[src/rtl/pll_scan_ctrl_pkg.sv]
// Shared constants and types for the PLL scan-chain controller.
// Video-mode encodings live here alongside the scan-chain defaults.
package pll_scan_ctrl_pkg;

    localparam int unsigned ADDR_W               = 8;
    localparam int unsigned SCAN_BITS_DEFAULT    = 144;
    localparam int unsigned ROM_LATENCY_DEFAULT  = 2;
    localparam int unsigned DONE_TIMEOUT_DEFAULT = 1024;

    typedef enum logic [1:0] {
        MODE_VGA,
        MODE_720P,
        MODE_1080P
    } video_mode_t;

    typedef enum logic [2:0] {
        ST_IDLE,
        ST_FETCH,
        ST_DRAIN,
        ST_SHIFT,
        ST_ARM,
        ST_UPDATE,
        ST_WAIT_DONE
    } scan_state_t;

endpackage

[src/rtl/pll_scan_ctrl_scan_shifter.sv]
// Configuration buffer plus 2-clock scan serialiser (low phase, then high phase).
// buffer[0] goes out first; done is high during the final high phase.
module scan_shifter
    import pll_scan_ctrl_pkg::*;
#(
    parameter int unsigned SCAN_BITS = SCAN_BITS_DEFAULT
) (
    input  logic              clock,
    input  logic              reset,
    input  logic              wr_en,
    input  logic [ADDR_W-1:0] wr_addr,
    input  logic              wr_data,
    input  logic              start,
    output logic              done,
    output logic              scanclk,
    output logic              scanclkena,
    output logic              scandata
);

    localparam int unsigned IDX_W = (SCAN_BITS > 1) ? $clog2(SCAN_BITS) : 1;

    logic [SCAN_BITS-1:0] buffer;
    logic                 active;
    logic                 phase;
    logic [IDX_W-1:0]     idx;
    logic                 last_bit;

    always_ff @(posedge clock) begin
        if (wr_en) begin
            buffer[wr_addr[IDX_W-1:0]] <= wr_data;
        end
    end

    always_ff @(posedge clock or posedge reset) begin
        if (reset) begin
            active <= 1'b0;
            phase  <= 1'b0;
            idx    <= '0;
        end else if (start) begin
            active <= 1'b1;
            phase  <= 1'b0;
            idx    <= '0;
        end else if (active) begin
            phase <= ~phase;
            if (phase) begin
                if (last_bit) begin
                    active <= 1'b0;
                end else begin
                    idx <= idx + IDX_W'(1);
                end
            end
        end
    end

    // Data follows idx, which only moves when entering a low phase.
    assign last_bit   = (idx == IDX_W'(SCAN_BITS - 1));
    assign done       = active & phase & last_bit;
    assign scanclk    = phase;
    assign scanclkena = active;
    assign scandata   = active & buffer[idx];

endmodule

[src/rtl/pll_scan_ctrl.sv]
// PLL scan-chain controller: fetches SCAN_BITS bits from the reconfig ROM,
// shifts them into the PLL, then issues configupdate and waits for scandone.
module pll_scan_ctrl
    import pll_scan_ctrl_pkg::*;
#(
    parameter int unsigned SCAN_BITS    = SCAN_BITS_DEFAULT,
    parameter int unsigned ROM_LATENCY  = ROM_LATENCY_DEFAULT,
    parameter int unsigned DONE_TIMEOUT = DONE_TIMEOUT_DEFAULT
) (
    input  logic              clock,
    input  logic              reset,
    input  logic              trigger_read,
    input  logic              rom_q,
    input  logic              reconfig,
    input  logic              pll_scandone,
    output logic [ADDR_W-1:0] rom_address,
    output logic              rom_read_ena,
    output logic              busy,
    output logic              pll_scanclk,
    output logic              pll_scanclkena,
    output logic              pll_scandata,
    output logic              pll_configupdate,
    output logic              error
);

    localparam int unsigned DRAIN_W = $clog2(ROM_LATENCY + 1);
    localparam int unsigned TMO_W   = $clog2(DONE_TIMEOUT + 1);

    if (SCAN_BITS < 1 || SCAN_BITS > 256 || ROM_LATENCY < 1) begin : g_bad_params
        $error("pll_scan_ctrl: SCAN_BITS must be 1..256 and ROM_LATENCY >= 1");
    end

    scan_state_t       state, state_next;
    logic [DRAIN_W-1:0] drain_cnt;
    logic [TMO_W-1:0]   timeout_cnt;
    logic               pending;
    logic               scandone_prev;
    logic               scandone_rise;
    logic               timeout_hit;
    logic               fetch_last;
    logic               shift_start;
    logic               shift_done;
    logic [ADDR_W-1:0]  addr_pipe [ROM_LATENCY];
    logic [ROM_LATENCY-1:0] valid_pipe;

    assign fetch_last       = (rom_address == ADDR_W'(SCAN_BITS - 1));
    assign scandone_rise    = pll_scandone & ~scandone_prev;
    assign timeout_hit      = (timeout_cnt == TMO_W'(DONE_TIMEOUT - 1));
    assign rom_read_ena     = (state == ST_FETCH);
    assign pll_configupdate = (state == ST_UPDATE);

    always_comb begin
        state_next  = state;
        shift_start = 1'b0;
        unique case (state)
            ST_IDLE:      if (trigger_read) state_next = ST_FETCH;
            ST_FETCH:     if (fetch_last) state_next = ST_DRAIN;
            ST_DRAIN: begin
                if (drain_cnt == DRAIN_W'(ROM_LATENCY - 1)) begin
                    state_next  = ST_SHIFT;
                    shift_start = 1'b1;
                end
            end
            ST_SHIFT:     if (shift_done) state_next = ST_ARM;
            ST_ARM:       if (pending || reconfig) state_next = ST_UPDATE;
            ST_UPDATE:    state_next = ST_WAIT_DONE;
            ST_WAIT_DONE: if (scandone_rise || timeout_hit) state_next = ST_IDLE;
            default:      state_next = ST_IDLE;
        endcase
    end

    // Address pipe needs no reset: writes are qualified by valid_pipe.
    always_ff @(posedge clock) begin
        addr_pipe[0] <= rom_address;
        for (int unsigned i = 1; i < ROM_LATENCY; i++) begin
            addr_pipe[i] <= addr_pipe[i-1];
        end
    end

    always_ff @(posedge clock or posedge reset) begin
        if (reset) begin
            state         <= ST_IDLE;
            busy          <= 1'b0;
            rom_address   <= '0;
            drain_cnt     <= '0;
            timeout_cnt   <= '0;
            pending       <= 1'b0;
            error         <= 1'b0;
            scandone_prev <= 1'b0;
            valid_pipe    <= '0;
        end else begin
            state         <= state_next;
            busy          <= (state_next != ST_IDLE);
            scandone_prev <= pll_scandone;
            valid_pipe[0] <= rom_read_ena;
            for (int unsigned i = 1; i < ROM_LATENCY; i++) begin
                valid_pipe[i] <= valid_pipe[i-1];
            end
            if (state != ST_IDLE && reconfig) begin
                pending <= 1'b1;
            end
            case (state)
                ST_IDLE: begin
                    if (trigger_read) begin
                        rom_address <= '0;
                        error       <= 1'b0;
                        pending     <= 1'b0;
                    end
                end
                ST_FETCH: begin
                    drain_cnt <= '0;
                    if (!fetch_last) begin
                        rom_address <= rom_address + ADDR_W'(1);
                    end
                end
                ST_DRAIN:  drain_cnt <= drain_cnt + DRAIN_W'(1);
                ST_UPDATE: begin
                    pending     <= 1'b0;
                    timeout_cnt <= TMO_W'(1);
                end
                ST_WAIT_DONE: begin
                    timeout_cnt <= timeout_cnt + TMO_W'(1);
                    if (timeout_hit && !scandone_rise) begin
                        error <= 1'b1;
                    end
                end
                default: ;
            endcase
        end
    end

    scan_shifter #(
        .SCAN_BITS (SCAN_BITS)
    ) u_shifter (
        .clock      (clock),
        .reset      (reset),
        .wr_en      (valid_pipe[ROM_LATENCY-1]),
        .wr_addr    (addr_pipe[ROM_LATENCY-1]),
        .wr_data    (rom_q),
        .start      (shift_start),
        .done       (shift_done),
        .scanclk    (pll_scanclk),
        .scanclkena (pll_scanclkena),
        .scandata   (pll_scandata)
    );

endmodule

[config.mk]
export PLATFORM = sky130hd
export DESIGN_NAME = pll_scan_ctrl
export DESIGN_NICKNAME = d
export VERILOG_FILES = /design/src/rtl/pll_scan_ctrl_pkg.sv /design/src/rtl/pll_scan_ctrl_scan_shifter.sv /design/src/rtl/pll_scan_ctrl.sv
export SDC_FILE = /design/constraint.sdc
export NUM_CORES = 1
export LEC_CHECK = 0
export ABC_AREA = 1
export BUFFER_PORTS_ARGS = -buffer_cell sky130_fd_sc_hd__buf_2
export CAP_MARGIN = 0
export CORE_MARGIN = 2
export CORE_UTILIZATION = 45
export CTS_BUF_LIST = sky130_fd_sc_hd__clkbuf_4
export DETAILED_ROUTE_END_ITERATION = 7
export GPL_TIMING_DRIVEN = 0
export SYNTH_ARGS = -nofsm -noshare
export SYNTH_HDL_FRONTEND = slang
export SYNTH_SLANG_ARGS = --single-unit
[constraint.sdc]
create_clock -name clock -period 3.05 [get_ports clock]
set_input_delay 0.1525 -clock clock [delete_from_list [all_inputs] [get_ports clock]]
set_output_delay 0.1525 -clock clock [all_outputs]
set_load 0.02 [all_outputs]
==> summary.txt, run 1 <==
Outcome
  • Status: finished, final reports clean

Synth
  • Synth top cells by count: nand2_1, nor2_1, edfxtp_1
  • Mux contribution to synthesized area: 0
  • XOR/XNOR share of the synthesized area: 0.00288
  • Async S/R FF share, synth: 0.200
  • Post-synthesis compound-gate area fraction: 0.0422
  • Mapped Avg Cell Area: between 9 and 10 µm²
  • Synth Register Bits: 200
  • Synthesis warning total: 0
  • Post-synth EDFFs: around 140
  • Synth top area share: 0.474
  • Synth Area in Adders: 0.00548
  • Synth area leaders: edfxtp_1, dfrtp_1, nand2_1, nor2_1, nand3_1
  • Synth Area in Simple Gates: 0.269
  • Sequential fraction of the synthesis area: 0.618
  • Commonest register cell after synthesis: edfxtp_1
  • Count leader, synth: nand2_1
  • Post-synthesis cell area: 9130 µm²
  • Largest area contributor in the netlist: edfxtp_1
  • Post-synth net total: between 1k and 1.5k
  • Cells after Synth: about 1000
  • Synth unique cells: 38
  • Largest family of logic cells by synthesized area: simple AND/OR/NAND/NOR gates

Timing
  • Worst slew pin tran: between 0.8 and 0.9 ns
  • Period utilisation layout: 0.938
  • F_max: ~0.35 GHz
  • Sum Neg Setup Slack: 0 ns
  • Post-route minimum period: 2.86 ns
  • Final setup vio count: 0
  • Final Max Slew Viols: 0
  • Final hold vios: 0
  • RSZ-0062 raised after global routing: no
  • Max-slew headroom: 0.416
  • Clock skew: around 0.027 ns

Worst hold path
  • HP Class: input port to register

Clock tree
  • H-tree depth: 4
  • Root Driver: clkbuf_4
  • Longest Clk Path Bufs: 2
  • CTS tree: done
  • CTS buffer count: 17
  • Worst-Skew Late Latency: between 0.5 and 0.6 ns
  • CTS clk-pin slew, worst paths: 0.16 ns
  • CTS Sinks: 200

Setup path
  • Crit path DAT: 2.71 ns
  • CP dominant cell by count: nand3_1
  • Critical Path Max Stage Delay: around 0.4 ns
  • CP max-delay cell: dfrtp_1
  • Buffers & Inverters on Critical Path: 5
  • Setup crit end kind: output port
  • CP Max Fanout: 10
  • Crit-path cells: buf_4 -> inv_2 -> buf_8 -> clkbuf_4 -> nand2_1 -> nand3_1 -> nand3_1 -> nand2_1 -> nand2_1 -> nand3_1 -> nand3_1 -> nand2_1 -> nand3_1 -> a21oi_2 -> buf_4
  • Top delay family on crit path: buffers and inverters
  • Setup Crit Path Kind: register to output port
  • Req. time, crit path: 2.90 ns
  • CP startpoint kind: register

Placed design
  • Cell Area, Placed: between 9000 and 10000 µm²
  • Post-DP HPWL: approximately 16 mm
  • GP Congestion: a little over 0.9
  • Number of buffers added on ports: 20

Die
  • Die W: 146 µm
  • I/O Pins: 21
  • Core ar.: 20100 µm²
  • # rows: 52
  • Die footprint: approximately 21000 µm²
  • Die Ht: 146 µm
  • Initial Util: 0.454

Power
  • Max VDD drop: between 0.4 and 0.5 mV
  • Static Leakage: between 3 and 4 nW
  • Power density cells: 596 nW/µm²

Global routing
  • Gr usage total: 0.238
  • Initial antenna violation count: 1
  • First-pass GRT wire length: ~38 mm
  • Number of global-route vias before repair: 6606
  • Grt total ovfl: 0
  • Largest net degree at the start of global routing: 83

Cells and area
  • # nets final: 1053
  • Syn-to-layout area delta: 9.41%
  • Final Cell Area: about 10000 µm²
  • Post-layout util: 0.497
  • Share of post-route cells with drive strength above 1: 0.107

Detailed routing
  • Post-route ant nets: 0
  • Wirelength, routed: between 20 and 25 mm
  • Routed vias: ~6.9k
  • Vias per inst: ~5.2
  • Drt drc: 0
  • Router iterations before antenna repair: 6
  • DR WL/cell: between 15 and 20 µm
  • Number of DRC markers in iteration 0: ~610

Job
  • Max Cap Violations: 0
==> timing repair <==
item,4_1_cts,5_1_grt
setup endpoints to repair,1,1
hold endpoints to repair,47,0
setup buffers,0,0
gates resized for setup,9,23
hold buffers,5,0
==> logic make-up after synthesis <==
kind of cell,Yosys count
AO/OA/AOI/OAI,68
XOR/XNOR,3
adder cells (fa/ha/maj),4
buffers and inverters,141
flip-flops,200
AND/OR/NAND/NOR,583
==> registers in the layout, summed over array words and instances, names as in the netlist <==
signal                flops
u_shifter.scanclk         1
u_shifter.idx             8
rom_address               8
u_shifter.buffer        144
scandone_prev             1
valid_pipe                2
pending                   1
error                     1
state                     3
busy                      1
timeout_cnt              11
drain_cnt                 2
u_shifter.scanclkena      1
addr_pipe                16
==> cell type report <==
type,instances,area [µm²]
diodes,1,2.50
flip-flops and latches,200,5650
clock buffers,20,150
multi-input cells,658,2920
fillers,1932,10100
clock inverters,12,128
inverters,102,384
repair buffers,26,183
plain buffers,38,236
well taps,270,338
==> layer usage <==
metal | GRT usage | vias to the layer above | routed length (µm)
li1 | - | 3359 | -
met1 | 0.305 | 3265 | 10200
met2 | 0.381 | 262 | 11100
met3 | 0.0544 | 61 | 1790
met4 | 0.121 | 0 | 1060
met5 | 0 | - | 0
==> placed cells by master (no fill, tap or decap), types with 5 or more instances in the layout <==
master         netlist  routed
buf_2               12      26
nand4_1              8       8
o21ai_0             36      36
nor3_1               7       7
dfxtp_1             16      16
edfxtp_1           144     144
clkbuf_4             0      24
dlygate4sd3_1        0       5
a21oi_1             12      11
nor2_1             205     205
inv_1               92      91
nor3_2               6       6
nand2_1            231     231
clkbuf_2             0      10
inv_2                8       9
dfrtp_1             40      40
nor2_2               5       5
clkbuf_1            21       9
buf_4                5       5
nand3_1            110     109
==> through the flow <==
| stage | power (W) | instances | hold slack [ns] | setup WS, ns |
|---|---|---|---|---|
| floorplan | 0.00408 | 999 | 0.184 | 1.16 |
| global placement | 0.00457 | 1289 | 0.278 | 0.376 |
| detailed placement | 0.00458 | 1290 | 0.279 | 0.408 |
| CTS | 0.00598 | 1327 | 0.0524 | 0.0122 |
| global route | 0.00624 | 1327 | 0.0648 | 0.00375 |
| finish | 0.00596 | 1327 | 0.0917 | 0.190 |
==> worst register-to-register path, stage by stage (launching register included) <==
cell	delay (ns)
dfrtp_1	0.42
clkbuf_1	0.42
clkbuf_1	0.40
nand2_1	0.49
nor2_1	0.23
==> power by group <==
| part | switching [W] | internal [W] |
|---|---|---|
| sequential | 0.000157 | 0.00314 |
| clock | 0.000888 | 0.000513 |
| combinational | 0.000992 | 0.000266 |
| total | 0.00204 | 0.00392 |
==> final timing paths <==
check	from	endpoint	slack, ns	depth (start not counted)
setup / recovery	u_shifter.idx[0]$_DFFE_PP0P_	pll_scandata	0.19	15
min in group asynchronous	reset	timeout_cnt[2]$_DFFE_PP0P_	0.27	3
setup reg to reg	valid_pipe[1]$_DFF_PP0_	u_shifter.buffer[107]$_DFFE_PP_	0.81	4
hold / removal	rom_q	u_shifter.buffer[38]$_DFFE_PP_	0.09	1
max in group asynchronous	reset	rom_address[2]$_DFFE_PP0P_	2.20	3
hold reg to reg	addr_pipe[0][3]$_DFF_P_	addr_pipe[0][11]$_DFF_P_	0.34	0
No activity file was read; power rests on OpenSTA's default activity.
==> inputs of run 2 (changes only) <==
--- a/config.mk
+++ b/config.mk
@@ -13,6 +13,7 @@
 export CTS_BUF_LIST = sky130_fd_sc_hd__clkbuf_4
 export DETAILED_ROUTE_END_ITERATION = 7
 export GPL_TIMING_DRIVEN = 0
+export RECOVER_POWER = 25
 export SYNTH_ARGS = -nofsm -noshare
 export SYNTH_HDL_FRONTEND = slang
 export SYNTH_SLANG_ARGS = --single-unit
==> constraint.sdc (replaced) <==
create_clock -name clock -period 3.45 [get_ports clock]
set_input_delay 0.1725 -clock clock [delete_from_list [all_inputs] [get_ports clock]]
set_output_delay 0.1725 -clock clock [all_outputs]
set_load 0.02 [all_outputs]
==> run 2 against run 1 <==
Compared with the run above:
- the run now ends with capacitance limit, slew limit left
- sequential cell count unchanged
- power fell by 11%
- sequential power down 12%
- clock skew is 0.0049 ns higher
- via count down 0.39%
- routed wire length grew 0.67%
- first-iteration DRC count shrank 12%
- combinational power fell by 12%
- clock power down 11%
- worst setup slack worse by 0.020 ns
- sequential share of layout area is 0.50 points higher
- critical path type unchanged
- critical endpoint unchanged
==> summary.txt, run 2 (synthesis results as in run 1) <==
Detailed routing
  • Number of DRC markers in iteration 0: 538
  • Vias per inst: 5.21
  • Wirelength, routed: roughly 24 mm
  • Routed vias: between 6k and 7k
  • Drt drc: 0
  • Post-route ant nets: 0
  • Router iterations before antenna repair: 7
  • DR WL/cell: 18.3 µm

Timing
  • Final hold vios: 0
  • Clock skew: approximately 0.032 ns
  • Final setup vio count: 0
  • F_max: a little over 0.3 GHz
  • Final Max Slew Viols: 64
  • Max-slew headroom: -0.563
  • Sum Neg Setup Slack: 0 ns
  • Period utilisation layout: 0.951
  • Worst slew pin tran: roughly 2.3 ns
  • Post-route minimum period: 3.28 ns
  • RSZ-0062 raised after global routing: no

Setup path
  • Crit-path cells: clkbuf_1 -> inv_2 -> clkbuf_1 -> o21ai_0 -> o221ai_1 -> nand3_1 -> a21o_1 -> a21oi_1 -> buf_2
  • CP Max Fanout: 10
  • Worst reg2reg setup slack: 1.23 ns
  • Crit path DAT: between 3 and 4 ns
  • Req. time, crit path: ~3.3 ns
  • Top delay family on crit path: buffers and inverters
  • CP dominant cell by count: clkbuf_1
  • Setup crit end kind: output port
  • Critical Path Max Stage Delay: roughly 0.57 ns
  • Buffers & Inverters on Critical Path: 4
  • CP startpoint kind: register
  • Setup Crit Path Kind: register to output port
  • CP max-delay cell: clkbuf_1

Cells and area
  • Share of post-route cells with drive strength above 1: 0.0927
  • Max reg flops: 144
  • Most common cell after layout, fill and taps aside: nand2_1
  • Post-layout util: 0.493
  • Commonest cells after routing, fill and taps aside: nand2_1, nor2_1, edfxtp_1
  • Number of fill cells: between 1.5k and 2k
  • Final Cell Area: 9900 µm²
  • # nets final: 1054
  • Multi-input gate area: 2920 µm²
  • Syn-to-layout area delta: 8.45%
  • Register area: approximately 5600 µm²

Clock tree
  • H-tree depth: 4
  • Longest Clk Path Bufs: 2
  • CTS tree: done
  • Worst-Skew Late Latency: roughly 0.60 ns
  • CTS buffer count: 17
  • CTS Sinks: 200
  • Root Driver: clkbuf_4
  • CTS clk-pin slew, worst paths: around 0.15 ns

Global routing
  • Number of global-route vias before repair: roughly 6.6k
  • Gr usage total: 0.238
  • First-pass GRT wire length: between 30 and 40 mm
  • Largest net degree at the start of global routing: slightly above 80
  • Grt total ovfl: 0
  • Initial antenna violation count: 1

Placed design
  • Number of buffers added on ports: 20
  • Post-DP HPWL: 15.8 mm
  • GP Congestion: about 0.92
  • Cell Area, Placed: about 9600 µm²

Die
  • Core ar.: around 20000 µm²
  • Die Ht: roughly 150 µm
  • Die footprint: around 21000 µm²
  • Initial Util: 0.454
  • # rows: 52
  • I/O Pins: 21
  • Die W: 146 µm

Worst hold path
  • HP Class: input port to register

Power
  • Max VDD drop: approximately 0.43 mV
  • Static Leakage: 3.76 nW
  • Power density cells: roughly 530 nW/µm²

Outcome
  • Status: finished with violations
  • Failing checks: capacitance limit, slew limit

Job
  • Max Cap Violations: 1
==> run 2: cell type report <==
type                    count  share of cell area
plain buffers              39              0.0191
multi-input cells         658               0.294
diodes                      1            0.000253
clock buffers              20              0.0152
repair buffers             26              0.0154
clock inverters            12              0.0129
inverters                 102              0.0387
flip-flops and latches    200               0.570
well taps                 270              0.0341
==> run 2: metrics by stage <==
step | total power (W) | hold slack [ns] | std cells | setup slack, ns
after floorplan | 0.00361 | 0.204 | 999 | 1.54
after global placement | 0.00404 | 0.298 | 1289 | 0.756
after detailed placement | 0.00405 | 0.299 | 1290 | 0.788
after CTS | 0.00528 | 0.0724 | 1327 | 0.104
after global routing | 0.00551 | 0.205 | 1328 | 0.00984
final | 0.00527 | 0.247 | 1328 | 0.170
==> run 2: final timing paths <==
check / to / cells past startpoint / from
hold / removal: scandone_prev$_DFF_PP0_ / 2 / pll_scandone
hold reg to reg: addr_pipe[0][11]$_DFF_P_ / 0 / addr_pipe[0][3]$_DFF_P_
setup / recovery: pll_scandata / 9 / u_shifter.idx[1]$_DFFE_PP0P_
min in group asynchronous: timeout_cnt[2]$_DFFE_PP0P_ / 3 / reset
setup reg to reg: u_shifter.buffer[107]$_DFFE_PP_ / 4 / valid_pipe[1]$_DFF_PP0_
max in group asynchronous: rom_address[2]$_DFFE_PP0P_ / 3 / reset
==> run 2: per-layer routing <==
| layer | wire, µm | share of wire | global-route usage |
|---|---|---|---|
| met5 | 0 | 0 | 0 |
| met4 | 1060 | 0.044 | 0.121 |
| met3 | 1730 | 0.071 | 0.0544 |
| met2 | 11300 | 0.46 | 0.381 |
| met1 | 10300 | 0.42 | 0.305 |
==> run 2: where the power goes <==
| group | switching [W] | internal (W) |
|---|---|---|
| clock network | 0.000793 | 0.000453 |
| logic | 0.000875 | 0.000232 |
| registers | 0.000138 | 0.00278 |
==> run 2: worst register-to-register path: cells and delay by family, from the launching register on <==
family        cells  cell delay, ns
buf+inv           2            0.80
simple gates      2            0.72
flops             1            0.41
==> run 2: repair_timing <==
item                                    4_1_cts  5_1_grt
buffers inserted                              0        0
resized for setup                             0        3
hold buffers                                  5        0
hold endpoints to repair                     45        0
endpoints found under the setup margin        0        1
==> inputs of run 3 (changes only) <==
--- a/config.mk
+++ b/config.mk
@@ -11,6 +11,7 @@
 export CORE_MARGIN = 2
 export CORE_UTILIZATION = 45
 export CTS_BUF_LIST = sky130_fd_sc_hd__clkbuf_4
+export CTS_CLUSTER_SIZE = 25
 export DETAILED_ROUTE_END_ITERATION = 7
 export GPL_TIMING_DRIVEN = 0
 export RECOVER_POWER = 25
==> constraint.sdc (replaced) <==
create_clock -name clock -period 3.3 [get_ports clock]
set_input_delay 0.165 -clock clock [delete_from_list [all_inputs] [get_ports clock]]
set_output_delay 0.165 -clock clock [all_outputs]
set_load 0.02 [all_outputs]
==> run 3 against run 2 <==
Compared with the run above:
- the flow still finishes with violations (capacitance limit, slew limit)
- count of clock-buffer cells in the layout did not move
- critical path depth rose by 4
- first-iteration DRC count rose by 3.7%
- final cell count did not move
- global-route usage did not move
- sequential power rose by 4%
- register-to-register slack got worse by 0.16 ns
- highest routed layer unchanged
- clock power rose by 4%
- combinational power rose by 5%
==> summary.txt, run 3 (synthesis results as in run 1) <==
Setup path
  • Worst flop-to-flop path startpoint: valid_pipe[1]$_DFF_PP0_
  • CP Max Fanout: 10
  • Setup crit end kind: output port
  • Worst setup startpoint: u_shifter.idx[0]$_DFFE_PP0P_
  • Crit path DAT: between 2 and 3 ns
  • CP startpoint kind: register
  • Setup Crit Path Kind: register to output port
  • Req. time, crit path: around 3.1 ns

Power
  • Power density cells: between 500 and 600 nW/µm²
  • Static Leakage: around 3.8 nW
  • Power Total: between 0.005 and 0.006 W
  • Max VDD drop: 0.445 mV

Global routing
  • First-pass GRT wire length: 37.8 mm
  • Initial antenna violation count: 1
  • Gr usage total: 0.238
  • Number of global-route vias before repair: between 6k and 7k
  • Largest net degree at the start of global routing: 83
  • Grt total ovfl: 0

Cells and area
  • Commonest cells after routing, fill and taps aside: nand2_1, nor2_1, edfxtp_1
  • Non-filler instance count after layout: roughly 1.3k
  • Number of fill cells: 1940
  • Most common cell after layout, fill and taps aside: nand2_1
  • Post-layout util: 0.494
  • Syn-to-layout area delta: 8.84%
  • # nets final: approximately 1.1k
  • Share of post-route cells with drive strength above 1: 0.0984
  • Max reg flops: 144

Die
  • Die Ht: 146 µm
  • # rows: 52
  • I/O Pins: 21
  • Initial Util: 0.454
  • Die footprint: 21400 µm²
  • Core ar.: approximately 20000 µm²
  • Die W: around 150 µm

Detailed routing
  • Wirelength, routed: around 24 mm
  • Vias per inst: roughly 5.2
  • Drt drc: 0
  • Router iterations before antenna repair: 5
  • Routed vias: slightly below 7k
  • DR WL/cell: around 18 µm
  • Post-route ant nets: 0
  • Number of DRC markers in iteration 0: 558

Timing
  • Period utilisation layout: 0.923
  • Max-slew headroom: -0.640
  • F_max: around 0.33 GHz
  • Final Max Slew Viols: 63
  • Sum Neg Setup Slack: 0 ns
  • Final hold vios: 0
  • Post-route minimum period: 3.05 ns
  • RSZ-0062 raised after global routing: no
  • Clock skew: between 0.02 and 0.03 ns
  • Final setup vio count: 0
  • Worst slew pin tran: 2.46 ns
  • Fin Hold WS: 0.237 ns

Worst hold path
  • Hold Path Origin: pll_scandone
  • HP Class: input port to register

Clock tree
  • H-tree depth: 4
  • Longest Clk Path Bufs: 2
  • CTS Sinks: 200
  • Worst-Skew Late Latency: around 0.60 ns
  • CTS clk-pin slew, worst paths: 0.15 ns
  • Root Driver: clkbuf_4
  • CTS buffer count: 17
  • CTS tree: done

Outcome
  • Failing checks: capacitance limit, slew limit
  • Status: finished with violations

Job
  • Max Cap Violations: 1

Placed design
  • Post-DP HPWL: roughly 16 mm
  • GP Congestion: between 0.9 and 1
  • Number of buffers added on ports: 20
  • Placed Cells incl. Taps: about 1.3k
## run 3: per-stage QoR
stage                     instance area, µm²  worst slack [ns]
final                                   9940             0.255
after global routing                    9940            0.0262
after CTS                               9930          0.000155
after detailed placement                9600             0.646
after global placement                  9570             0.614
after floorplan                         9130              1.39
## run 3: area by class of cell
cell class	count	area [µm²]	area share
flip-flops and latches	200	5650	0.568
multi-input cells	658	2920	0.293
inverters	102	387	0.0389
well taps	270	338	0.0340
plain buffers	39	198	0.0199
repair buffers	26	175	0.0176
clock buffers	20	150	0.0151
clock inverters	12	128	0.0128
diodes	1	2.50	0.000252
## run 3: power breakdown
part	internal (W)	switching, W	total [W]
Clock	0.000474	0.000822	0.00130
Sequential	0.00290	0.000145	0.00305
Combinational	0.000246	0.000915	0.00116
## run 3: worst paths after layout
check,endpoint,slack (ns),depth (start not counted)
max,pll_scandata,0.25,13
min,scandone_prev$_DFF_PP0_,0.24,2
max reg2reg,u_shifter.buffer[107]$_DFFE_PP_,1.07,4
min reg2reg,addr_pipe[0][11]$_DFF_P_,0.34,0
max in group asynchronous,rom_address[2]$_DFFE_PP0P_,2.44,3
min in group asynchronous,timeout_cnt[2]$_DFFE_PP0P_,0.27,3
## run 3: layer usage
layer / GRT usage / wire (µm) / vias up
met4: 0.121 / 1090 / 0
met5: 0 / 0 / -
li1: - / - / 3363
met3: 0.0544 / 1640 / 61
met2: 0.381 / 11300 / 230
met1: 0.305 / 10200 / 3258
## run 3: what timing repair did
item                                   in CTS  in global routing
gates resized for setup                     2                 10
hold buffers                                5                  0
setup buffers                               0                  0
setup endpoints to repair                   1                  1
endpoints found under the hold margin      46                  0
pin swaps                                   0                  0
## run 3: worst max-delay path: stages, from the launching register on
cell and delay, ns:
dfrtp_1 0.38, buf_4 0.20, clkbuf_1 0.48, nand2_1 0.12, nand3_1 0.11, nand3_1 0.09, nand2_1 0.09, nand2_1 0.05
nand3_1 0.11, nand3_1 0.13, nand2_1 0.09, nand3_1 0.07, a21oi_1 0.17, buf_2 0.20
